==> config.mk <==
export PLATFORM = sky130hd
export DESIGN_NAME = multicycle_controller_flat
export DESIGN_NICKNAME = d
export VERILOG_FILES = /design/src/rtl/multicycle_controller_if.sv /design/src/rtl/multicycle_controller.sv /design/src/flat_wrapper.sv
export SDC_FILE = /design/constraint.sdc
export NUM_CORES = 1
export LEC_CHECK = 0
export CORE_UTILIZATION = 44
export DETAILED_ROUTE_END_ITERATION = 7
export GPL_ROUTABILITY_DRIVEN = 0
export PLACE_DENSITY = 0.77
export SYNTH_ARGS = -nofsm -noshare
export SYNTH_HDL_FRONTEND = slang
export SYNTH_SLANG_ARGS = --single-unit
==> constraint.sdc <==
create_clock -name clk -period 2.9 [get_ports clk]
set_clock_uncertainty 0.05 [all_clocks]
set_input_delay 0.87 -clock clk [delete_from_list [all_inputs] [get_ports clk]]
set_output_delay 0.87 -clock clk [all_outputs]
set_load 0.05 [all_outputs]
==> src/rtl/multicycle_controller_if.sv <==
// Control bundle between the multicycle sequencer and the datapath:
// instruction fields and status in, datapath strobes and counters out.
interface multicycle_controller_if #(
  parameter int unsigned CNT_W = 32
);
  logic [5:0]       op;
  logic [5:0]       funct;
  logic             alu_zero;
  logic             mem_ready;
  logic             mem_req;
  logic             mem_we;
  logic             pc_we;
  logic             ir_we;
  logic [3:0]       aluop;
  logic             reg_dst;
  logic             reg_we;
  logic             mem_to_reg;
  logic             alu_src;
  logic             shift;
  logic             branch;
  logic             equ;
  logic             jump;
  logic             jump_reg;
  logic             jal;
  logic             usign;
  logic             sys;
  logic             halted;
  logic             illegal;
  logic             timeout;
  logic [CNT_W-1:0] retired;

  modport master (
    input  op, funct, alu_zero, mem_ready,
    output mem_req, mem_we, pc_we, ir_we, aluop, reg_dst, reg_we, mem_to_reg,
           alu_src, shift, branch, equ, jump, jump_reg, jal, usign, sys,
           halted, illegal, timeout, retired
  );

  modport slave (
    output op, funct, alu_zero, mem_ready,
    input  mem_req, mem_we, pc_we, ir_we, aluop, reg_dst, reg_we, mem_to_reg,
           alu_src, shift, branch, equ, jump, jump_reg, jal, usign, sys,
           halted, illegal, timeout, retired
  );
endinterface

==> src/rtl/multicycle_controller.sv <==
// Multicycle MIPS sequencer: FETCH/DECODE/EXEC/MEM/WB stepping with memory
// handshake timeout, illegal-opcode trap, syscall mode and retire counter.
module multicycle_controller #(
  parameter int unsigned CNT_W    = 32,
  parameter int unsigned TIMEOUT  = 0,
  parameter bit          SYS_HALT = 1'b1
) (
  input  logic                   clk,
  input  logic                   rst_n,
  multicycle_controller_if.master bus
);

  localparam int unsigned WAIT_W = (TIMEOUT > 1) ? $clog2(TIMEOUT + 1) : 1;

  localparam logic [5:0] OP_RTYPE = 6'b000000;
  localparam logic [5:0] OP_J     = 6'b000010;
  localparam logic [5:0] OP_JAL   = 6'b000011;
  localparam logic [5:0] OP_BEQ   = 6'b000100;
  localparam logic [5:0] OP_BNE   = 6'b000101;
  localparam logic [5:0] OP_ADDI  = 6'b001000;
  localparam logic [5:0] OP_ADDIU = 6'b001001;
  localparam logic [5:0] OP_SLTI  = 6'b001010;
  localparam logic [5:0] OP_ANDI  = 6'b001100;
  localparam logic [5:0] OP_ORI   = 6'b001101;
  localparam logic [5:0] OP_LW    = 6'b100011;
  localparam logic [5:0] OP_SW    = 6'b101011;

  localparam logic [5:0] FN_SLL  = 6'b000000;
  localparam logic [5:0] FN_SRL  = 6'b000010;
  localparam logic [5:0] FN_SRA  = 6'b000011;
  localparam logic [5:0] FN_SLLV = 6'b000100;
  localparam logic [5:0] FN_SRAV = 6'b000111;
  localparam logic [5:0] FN_JR   = 6'b001000;
  localparam logic [5:0] FN_SYS  = 6'b001100;
  localparam logic [5:0] FN_ADD  = 6'b100000;
  localparam logic [5:0] FN_ADDU = 6'b100001;
  localparam logic [5:0] FN_SUB  = 6'b100010;
  localparam logic [5:0] FN_AND  = 6'b100100;
  localparam logic [5:0] FN_OR   = 6'b100101;
  localparam logic [5:0] FN_NOR  = 6'b100111;
  localparam logic [5:0] FN_SLT  = 6'b101010;
  localparam logic [5:0] FN_SLTU = 6'b101011;

  localparam logic [3:0] ALU_SLL  = 4'b0000;
  localparam logic [3:0] ALU_SRA  = 4'b0001;
  localparam logic [3:0] ALU_SRL  = 4'b0010;
  localparam logic [3:0] ALU_ADD  = 4'b0101;
  localparam logic [3:0] ALU_SUB  = 4'b0110;
  localparam logic [3:0] ALU_AND  = 4'b0111;
  localparam logic [3:0] ALU_OR   = 4'b1000;
  localparam logic [3:0] ALU_NOR  = 4'b1010;
  localparam logic [3:0] ALU_SLT  = 4'b1011;
  localparam logic [3:0] ALU_SLTU = 4'b1100;

  typedef enum logic [2:0] {
    S_RST, S_FETCH, S_DECODE, S_EXEC, S_MEM, S_WB, S_HALT
  } state_e;

  state_e             state_q, state_d;
  logic [WAIT_W-1:0]  wait_q;
  logic [CNT_W-1:0]   retired_q;
  logic               illegal_q, timeout_q;

  logic       r_type, legal, is_beq, is_bne, is_j, is_jal, is_jr, is_sys, is_lw, is_sw;
  logic [3:0] alu_dec;
  logic       wait_hit, retire, set_ill, set_tmo;
  logic       mem_req_c, mem_we_c, pc_we_c, ir_we_c, reg_dst_c, reg_we_c, mem_to_reg_c;
  logic       alu_src_c, shift_c, branch_c, equ_c, jump_c, jump_reg_c, jal_c, usign_c, sys_c;
  logic [3:0] aluop_c;

  assign r_type = (bus.op == OP_RTYPE);
  assign is_beq = (bus.op == OP_BEQ);
  assign is_bne = (bus.op == OP_BNE);
  assign is_j   = (bus.op == OP_J);
  assign is_jal = (bus.op == OP_JAL);
  assign is_lw  = (bus.op == OP_LW);
  assign is_sw  = (bus.op == OP_SW);
  assign is_jr  = r_type && (bus.funct == FN_JR);
  assign is_sys = r_type && (bus.funct == FN_SYS);

  // Instruction legality and ALU operation from op/funct
  always_comb begin
    legal   = 1'b1;
    alu_dec = ALU_ADD;
    if (r_type) begin
      case (bus.funct)
        FN_ADD, FN_ADDU, FN_JR, FN_SYS: alu_dec = ALU_ADD;
        FN_SUB:                         alu_dec = ALU_SUB;
        FN_AND:                         alu_dec = ALU_AND;
        FN_OR:                          alu_dec = ALU_OR;
        FN_NOR:                         alu_dec = ALU_NOR;
        FN_SLT:                         alu_dec = ALU_SLT;
        FN_SLTU:                        alu_dec = ALU_SLTU;
        FN_SLL, FN_SLLV:                alu_dec = ALU_SLL;
        FN_SRA, FN_SRAV:                alu_dec = ALU_SRA;
        FN_SRL:                         alu_dec = ALU_SRL;
        default:                        legal   = 1'b0;
      endcase
    end else begin
      case (bus.op)
        OP_J, OP_JAL, OP_ADDI, OP_ADDIU, OP_LW, OP_SW: alu_dec = ALU_ADD;
        OP_BEQ, OP_BNE:                                alu_dec = ALU_SUB;
        OP_ANDI:                                       alu_dec = ALU_AND;
        OP_ORI:                                        alu_dec = ALU_OR;
        OP_SLTI:                                       alu_dec = ALU_SLT;
        default:                                       legal   = 1'b0;
      endcase
    end
  end

  // Hit on the TIMEOUT-th consecutive unanswered request cycle
  assign wait_hit = (TIMEOUT != 0) && !bus.mem_ready && (wait_q == WAIT_W'(TIMEOUT - 1));

  always_ff @(posedge clk or negedge rst_n) begin
    if (!rst_n) begin
      state_q   <= S_RST;
      wait_q    <= '0;
      retired_q <= '0;
      illegal_q <= 1'b0;
      timeout_q <= 1'b0;
    end else begin
      state_q <= state_d;
      if (mem_req_c && !bus.mem_ready) wait_q <= wait_q + WAIT_W'(1);
      else if (mem_req_c)              wait_q <= '0;
      if (retire)  retired_q <= retired_q + CNT_W'(1);
      if (set_ill) illegal_q <= 1'b1;
      if (set_tmo) timeout_q <= 1'b1;
    end
  end

  always_comb begin
    state_d      = state_q;
    mem_req_c    = 1'b0;
    mem_we_c     = 1'b0;
    pc_we_c      = 1'b0;
    ir_we_c      = 1'b0;
    reg_dst_c    = 1'b0;
    reg_we_c     = 1'b0;
    mem_to_reg_c = 1'b0;
    alu_src_c    = 1'b0;
    shift_c      = 1'b0;
    branch_c     = 1'b0;
    equ_c        = 1'b0;
    jump_c       = 1'b0;
    jump_reg_c   = 1'b0;
    jal_c        = 1'b0;
    usign_c      = 1'b0;
    sys_c        = 1'b0;
    aluop_c      = ALU_ADD;
    retire       = 1'b0;
    set_ill      = 1'b0;
    set_tmo      = 1'b0;

    // ALU controls stay valid from EXEC through the end of the instruction
    if (state_q inside {S_EXEC, S_MEM, S_WB}) begin
      aluop_c   = alu_dec;
      alu_src_c = !r_type && !is_beq && !is_bne;
      shift_c   = r_type && (bus.funct inside {FN_SLL, FN_SRL, FN_SRA});
      usign_c   = (r_type && (bus.funct == FN_ADDU)) || (bus.op == OP_ADDIU);
    end

    case (state_q)
      S_RST: begin
        aluop_c = 4'b0000;
        state_d = S_FETCH;
      end
      S_FETCH: begin
        mem_req_c = 1'b1;
        if (bus.mem_ready) begin
          ir_we_c = 1'b1;
          pc_we_c = 1'b1;
          state_d = S_DECODE;
        end else if (wait_hit) begin
          set_tmo = 1'b1;
          state_d = S_HALT;
        end
      end
      S_DECODE: begin
        if (!legal) begin
          set_ill = 1'b1;
          state_d = S_HALT;
        end else if (is_j || is_jal) begin
          jump_c   = 1'b1;
          pc_we_c  = 1'b1;
          jal_c    = is_jal;
          reg_we_c = is_jal;
          retire   = 1'b1;
          state_d  = S_FETCH;
        end else begin
          state_d = S_EXEC;
        end
      end
      S_EXEC: begin
        if (is_beq || is_bne) begin
          branch_c = 1'b1;
          equ_c    = is_beq;
          pc_we_c  = is_beq ? bus.alu_zero : !bus.alu_zero;
          retire   = 1'b1;
          state_d  = S_FETCH;
        end else if (is_jr) begin
          jump_reg_c = 1'b1;
          pc_we_c    = 1'b1;
          retire     = 1'b1;
          state_d    = S_FETCH;
        end else if (is_sys) begin
          if (SYS_HALT) begin
            state_d = S_HALT;
          end else begin
            sys_c   = 1'b1;
            retire  = 1'b1;
            state_d = S_FETCH;
          end
        end else if (is_lw || is_sw) begin
          state_d = S_MEM;
        end else begin
          state_d = S_WB;
        end
      end
      S_MEM: begin
        mem_req_c = 1'b1;
        mem_we_c  = is_sw;
        if (bus.mem_ready) begin
          retire  = is_sw;
          state_d = is_sw ? S_FETCH : S_WB;
        end else if (wait_hit) begin
          set_tmo = 1'b1;
          state_d = S_HALT;
        end
      end
      S_WB: begin
        reg_we_c     = 1'b1;
        reg_dst_c    = r_type;
        mem_to_reg_c = is_lw;
        retire       = 1'b1;
        state_d      = S_FETCH;
      end
      S_HALT:  state_d = S_HALT;
      default: state_d = S_RST;
    endcase
  end

  assign bus.mem_req    = mem_req_c;
  assign bus.mem_we     = mem_we_c;
  assign bus.pc_we      = pc_we_c;
  assign bus.ir_we      = ir_we_c;
  assign bus.aluop      = aluop_c;
  assign bus.reg_dst    = reg_dst_c;
  assign bus.reg_we     = reg_we_c;
  assign bus.mem_to_reg = mem_to_reg_c;
  assign bus.alu_src    = alu_src_c;
  assign bus.shift      = shift_c;
  assign bus.branch     = branch_c;
  assign bus.equ        = equ_c;
  assign bus.jump       = jump_c;
  assign bus.jump_reg   = jump_reg_c;
  assign bus.jal        = jal_c;
  assign bus.usign      = usign_c;
  assign bus.sys        = sys_c;
  assign bus.halted     = (state_q == S_HALT);
  // Illegal is visible already in the trapping DECODE cycle
  assign bus.illegal    = illegal_q | set_ill;
  assign bus.timeout    = timeout_q;
  assign bus.retired    = retired_q;

endmodule
==> src/flat_wrapper.sv <==
// flat-port wrapper written by rule: the top's interface ports become plain ports
module multicycle_controller_flat 
#(
  parameter int unsigned CNT_W    = 32,
  parameter int unsigned TIMEOUT  = 0,
  parameter bit          SYS_HALT = 1'b1
)
  (clk, rst_n, bus_op, bus_funct, bus_alu_zero, bus_mem_ready, bus_mem_req, bus_mem_we, bus_pc_we, bus_ir_we, bus_aluop, bus_reg_dst, bus_reg_we, bus_mem_to_reg, bus_alu_src, bus_shift, bus_branch, bus_equ, bus_jump, bus_jump_reg, bus_jal, bus_usign, bus_sys, bus_halted, bus_illegal, bus_timeout, bus_retired);
  multicycle_controller_if #(.CNT_W(CNT_W)) bus_i ();
  input  logic clk;
  input  logic rst_n;
  input wire logic [$bits(bus_i.op)-1:0] bus_op;
  input wire logic [$bits(bus_i.funct)-1:0] bus_funct;
  input wire logic [$bits(bus_i.alu_zero)-1:0] bus_alu_zero;
  input wire logic [$bits(bus_i.mem_ready)-1:0] bus_mem_ready;
  output wire logic [$bits(bus_i.mem_req)-1:0] bus_mem_req;
  output wire logic [$bits(bus_i.mem_we)-1:0] bus_mem_we;
  output wire logic [$bits(bus_i.pc_we)-1:0] bus_pc_we;
  output wire logic [$bits(bus_i.ir_we)-1:0] bus_ir_we;
  output wire logic [$bits(bus_i.aluop)-1:0] bus_aluop;
  output wire logic [$bits(bus_i.reg_dst)-1:0] bus_reg_dst;
  output wire logic [$bits(bus_i.reg_we)-1:0] bus_reg_we;
  output wire logic [$bits(bus_i.mem_to_reg)-1:0] bus_mem_to_reg;
  output wire logic [$bits(bus_i.alu_src)-1:0] bus_alu_src;
  output wire logic [$bits(bus_i.shift)-1:0] bus_shift;
  output wire logic [$bits(bus_i.branch)-1:0] bus_branch;
  output wire logic [$bits(bus_i.equ)-1:0] bus_equ;
  output wire logic [$bits(bus_i.jump)-1:0] bus_jump;
  output wire logic [$bits(bus_i.jump_reg)-1:0] bus_jump_reg;
  output wire logic [$bits(bus_i.jal)-1:0] bus_jal;
  output wire logic [$bits(bus_i.usign)-1:0] bus_usign;
  output wire logic [$bits(bus_i.sys)-1:0] bus_sys;
  output wire logic [$bits(bus_i.halted)-1:0] bus_halted;
  output wire logic [$bits(bus_i.illegal)-1:0] bus_illegal;
  output wire logic [$bits(bus_i.timeout)-1:0] bus_timeout;
  output wire logic [$bits(bus_i.retired)-1:0] bus_retired;
  assign bus_i.op = bus_op;
  assign bus_i.funct = bus_funct;
  assign bus_i.alu_zero = bus_alu_zero;
  assign bus_i.mem_ready = bus_mem_ready;
  assign bus_mem_req = bus_i.mem_req;
  assign bus_mem_we = bus_i.mem_we;
  assign bus_pc_we = bus_i.pc_we;
  assign bus_ir_we = bus_i.ir_we;
  assign bus_aluop = bus_i.aluop;
  assign bus_reg_dst = bus_i.reg_dst;
  assign bus_reg_we = bus_i.reg_we;
  assign bus_mem_to_reg = bus_i.mem_to_reg;
  assign bus_alu_src = bus_i.alu_src;
  assign bus_shift = bus_i.shift;
  assign bus_branch = bus_i.branch;
  assign bus_equ = bus_i.equ;
  assign bus_jump = bus_i.jump;
  assign bus_jump_reg = bus_i.jump_reg;
  assign bus_jal = bus_i.jal;
  assign bus_usign = bus_i.usign;
  assign bus_sys = bus_i.sys;
  assign bus_halted = bus_i.halted;
  assign bus_illegal = bus_i.illegal;
  assign bus_timeout = bus_i.timeout;
  assign bus_retired = bus_i.retired;
  multicycle_controller #(.CNT_W(CNT_W), .TIMEOUT(TIMEOUT), .SYS_HALT(SYS_HALT)) u_core (.clk(clk), .rst_n(rst_n), .bus(bus_i));
endmodule
==> flow_summary.ini <==
[global_route]
grt_first_pass_wirelength_um = 14400
grtUsageTotal = 0.299
grt_util_met1 = 0.373
use_met2 = 0.503
grt_pass1_vias = 2979
grt_max_degree = 37
gr-total-overflow = 0
met3_usage = 0.0586
antenna_found_initial = 0
busiest_layer = met2

[layout]
stdcell_count = 496
n_antenna_cell = 0
fin_nets = 441
area_delta_synth_final_pct = 80.1
utilization = 0.838
layout-drive-gt1-share = 0.429
fill_cells = 299

[drt]
viasPerCell = 6.06
antenna_left = 0
drt_wl_total_um = 10000
initialDrtViolationCount = 245
routedWlPerCell_um = 20.2
via_count = 3008
drc = 0
first_pass_iters = 5

[run_status]
failed_checks = negative setup slack
status = complete, but fails checks

[critical_path]
worst-path-buf-inv = 3
worstSetupPathType = input port to output pin
cp_max_fo = 6
cp_slowest_stage_delay_ns = 0.48
cp_data_required_time_ns = 1.98
startpoint_type = input port
r2r_cells = 7
cp-end-kind = output pin
r2r_slack_ns = 0.56
r2r_end = u_core.bus.retired[30]
cp_top_family = compound AO/OA/AOI/OAI gates
crit_arrival_ns = 2.42
cp_slowest_cell = a311oi_2
crit_chain = buf_8 -> buf_4 -> and3_4 -> a311oi_2 -> o21a_1 -> o21bai_2 -> a21oi_4 -> buf_12
rr_startpoint = u_core.state_q[2]

[synth]
seq_area_frac_synth = 0.345
ys_seq_elements = 36
synth.area.top_cells = dfrtp_1 35%, xnor2_1 11%, o2111ai_1 4.7%, and3_1 3.8%, nor2_1 3.7%
syn_area_per_cell_um2 = 8.78
post-synth-top-area-fraction = 0.345
synthTopCellsByCount = 36 x dfrtp_1, 32 x xnor2_1, 26 x nor2_1
synth_top_flop_cell = dfrtp_1
ys_types = 53
synth_edf_count = 0
yosysWarnings = 0
async_reset_ff_frac = 1.00
syn-instance-count = 297
netlist_area_um2 = 2610
yosysTopAreaCell = dfrtp_1
yosysMostFrequentCell = dfrtp_1

[pwr]
power_density_nw_per_um2 = 542
p_leak_nw = 1.94
peakVddDrop_mv = 0.697

[clock_tree]
cts_root_buf = clkbuf_8
clk_latency_ns = 0.29
clk_pin_slew_ns = 0.07
cts.hold.buffers_added = 0
cts_tree = built
clockBufferDepth = 2
clkSinkCount = 36
cts_buffers = 5
htree_levels = 2

[placed_design]
io_buffer_count = 68
dpl.hpwl_um = 5720
dp.cells = 472

[worst_hold_path]
hold_start = u_core.bus.retired[28]
hold_end = u_core.bus.retired[28]
hold_class = flip-flop to flip-flop
hold_depth = 1

[floorplanning]
fp.dieH_um = 79.0
die_width_um = 79.0
core_um2 = 5610
start_util = 0.465
placementRows = 27
ioPinCount = 71
dieArea_um2 = 6240

[sta]
fin_crit_ns = 3.34
finalHoldViolations = 0
finalCritPeriodShare = 1.15
setup_viol = 13
slew_headroom = 0.476
slew_violations = 0
fmax_mhz = 299
rsz0062_at_grt = true
setup_ws_ns = -0.441
worst_pin_slew_ns = 0.787

[run]
max-cap-violations = 0
report_power, final:
group / total [mW] / switching (mW) / internal [mW]
Sequential: 0.645 / 0.0838 / 0.561
Clock: 0.372 / 0.178 / 0.194
Combinational: 1.53 / 0.895 / 0.634
Total: 2.55 / 1.16 / 1.39
per-stage QoR:
step / worst slack (ns) / setup TNS (ns) / total power, mW / instance area [µm²] / hold slack, ns
after global placement: -0.917 / -18.11 / 2.03 / 4140 / 0.414
after floorplan: -0.235 / -0.892 / 1.53 / 2910 / 0.394
after global routing: -0.509 / -2.52 / 2.65 / 4700 / 0.463
after detailed placement: -0.943 / -18.77 / 2.06 / 4140 / 0.418
after CTS: -0.219 / -1.48 / 2.48 / 4560 / 0.437
final: -0.441 / -1.84 / 2.55 / 4700 / 0.440
area by class of cell:
class / count / area, µm² / share of cell area
clock buffers: 8 / 90.1 / 0.0192
inverters: 5 / 18.8 / 0.00400
multi-input cells: 232 / 2040 / 0.434
flip-flops and latches: 36 / 902 / 0.192
well taps: 72 / 90.1 / 0.0192
repair buffers: 143 / 1560 / 0.332
cell usage in the layout (no fill, tap or decap), types with 7 or more instances in the layout:
cell type         n
buf_12           22
buf_6            16
and3_1           15
o211ai_1         13
dfrtp_1          35
buf_8             7
nand2b_1          8
clkdlybuf4s50_1  33
o2111ai_1        14
xnor2_1          31
buf_4            60
nor2_1           15
metal layers:
| layer | vias to the layer above | wire [µm] | share of wire |
|---|---|---|---|
| li1 | 1341 | - | - |
| met1 | 1475 | 3880 | 0.39 |
| met2 | 150 | 5100 | 0.51 |
| met3 | 42 | 590 | 0.059 |
| met4 | 0 | 430 | 0.043 |
| met5 | - | 0 | 0 |
what timing repair did:
item,in CTS,in global routing
endpoints found under the setup margin,31,17
pin swaps,30,21
hold endpoints to repair,0,0
setup buffers,13,5
resized for setup,117,23
cloned,1,1
kinds of logic (layout without fill, tap and decap cells):
kind of cell               after synthesis  count (layout)  synth area share
and+or+nand+nor                        119             119             0.257
AOI/OAI and AO/OA                       73              73             0.210
DFF                                     36              36             0.345
xor gates and xnor gates                33              33             0.111
buffers and inverters                   30             156            0.0537
muxes                                    3               3            0.0120
adders and majority gates                2               2           0.00960
other                                    1               2           0.00144
flip-flops by register name, summed over array words and instances, names as in the netlist:
signal              count
u_core.bus.retired     32
u_core.state_q          3
u_core.illegal_q        1
how the worst max path moves through the flow:
stage,cells after the start,slack (ns),endpoint,startpoint
2_1_floorplan,6,-0.24,bus_illegal,bus_funct[0]
3_3_place_gp,7,-0.92,bus_illegal,bus_funct[5]
3_5_place_dp,7,-0.94,bus_illegal,bus_funct[5]
4_1_cts,7,-0.22,bus_illegal,bus_funct[0]
5_1_grt,8,-0.51,bus_aluop[2],bus_funct[0]
6_report,8,-0.44,bus_aluop[2],bus_funct[2]
No activity file was read; power rests on OpenSTA's default activity.
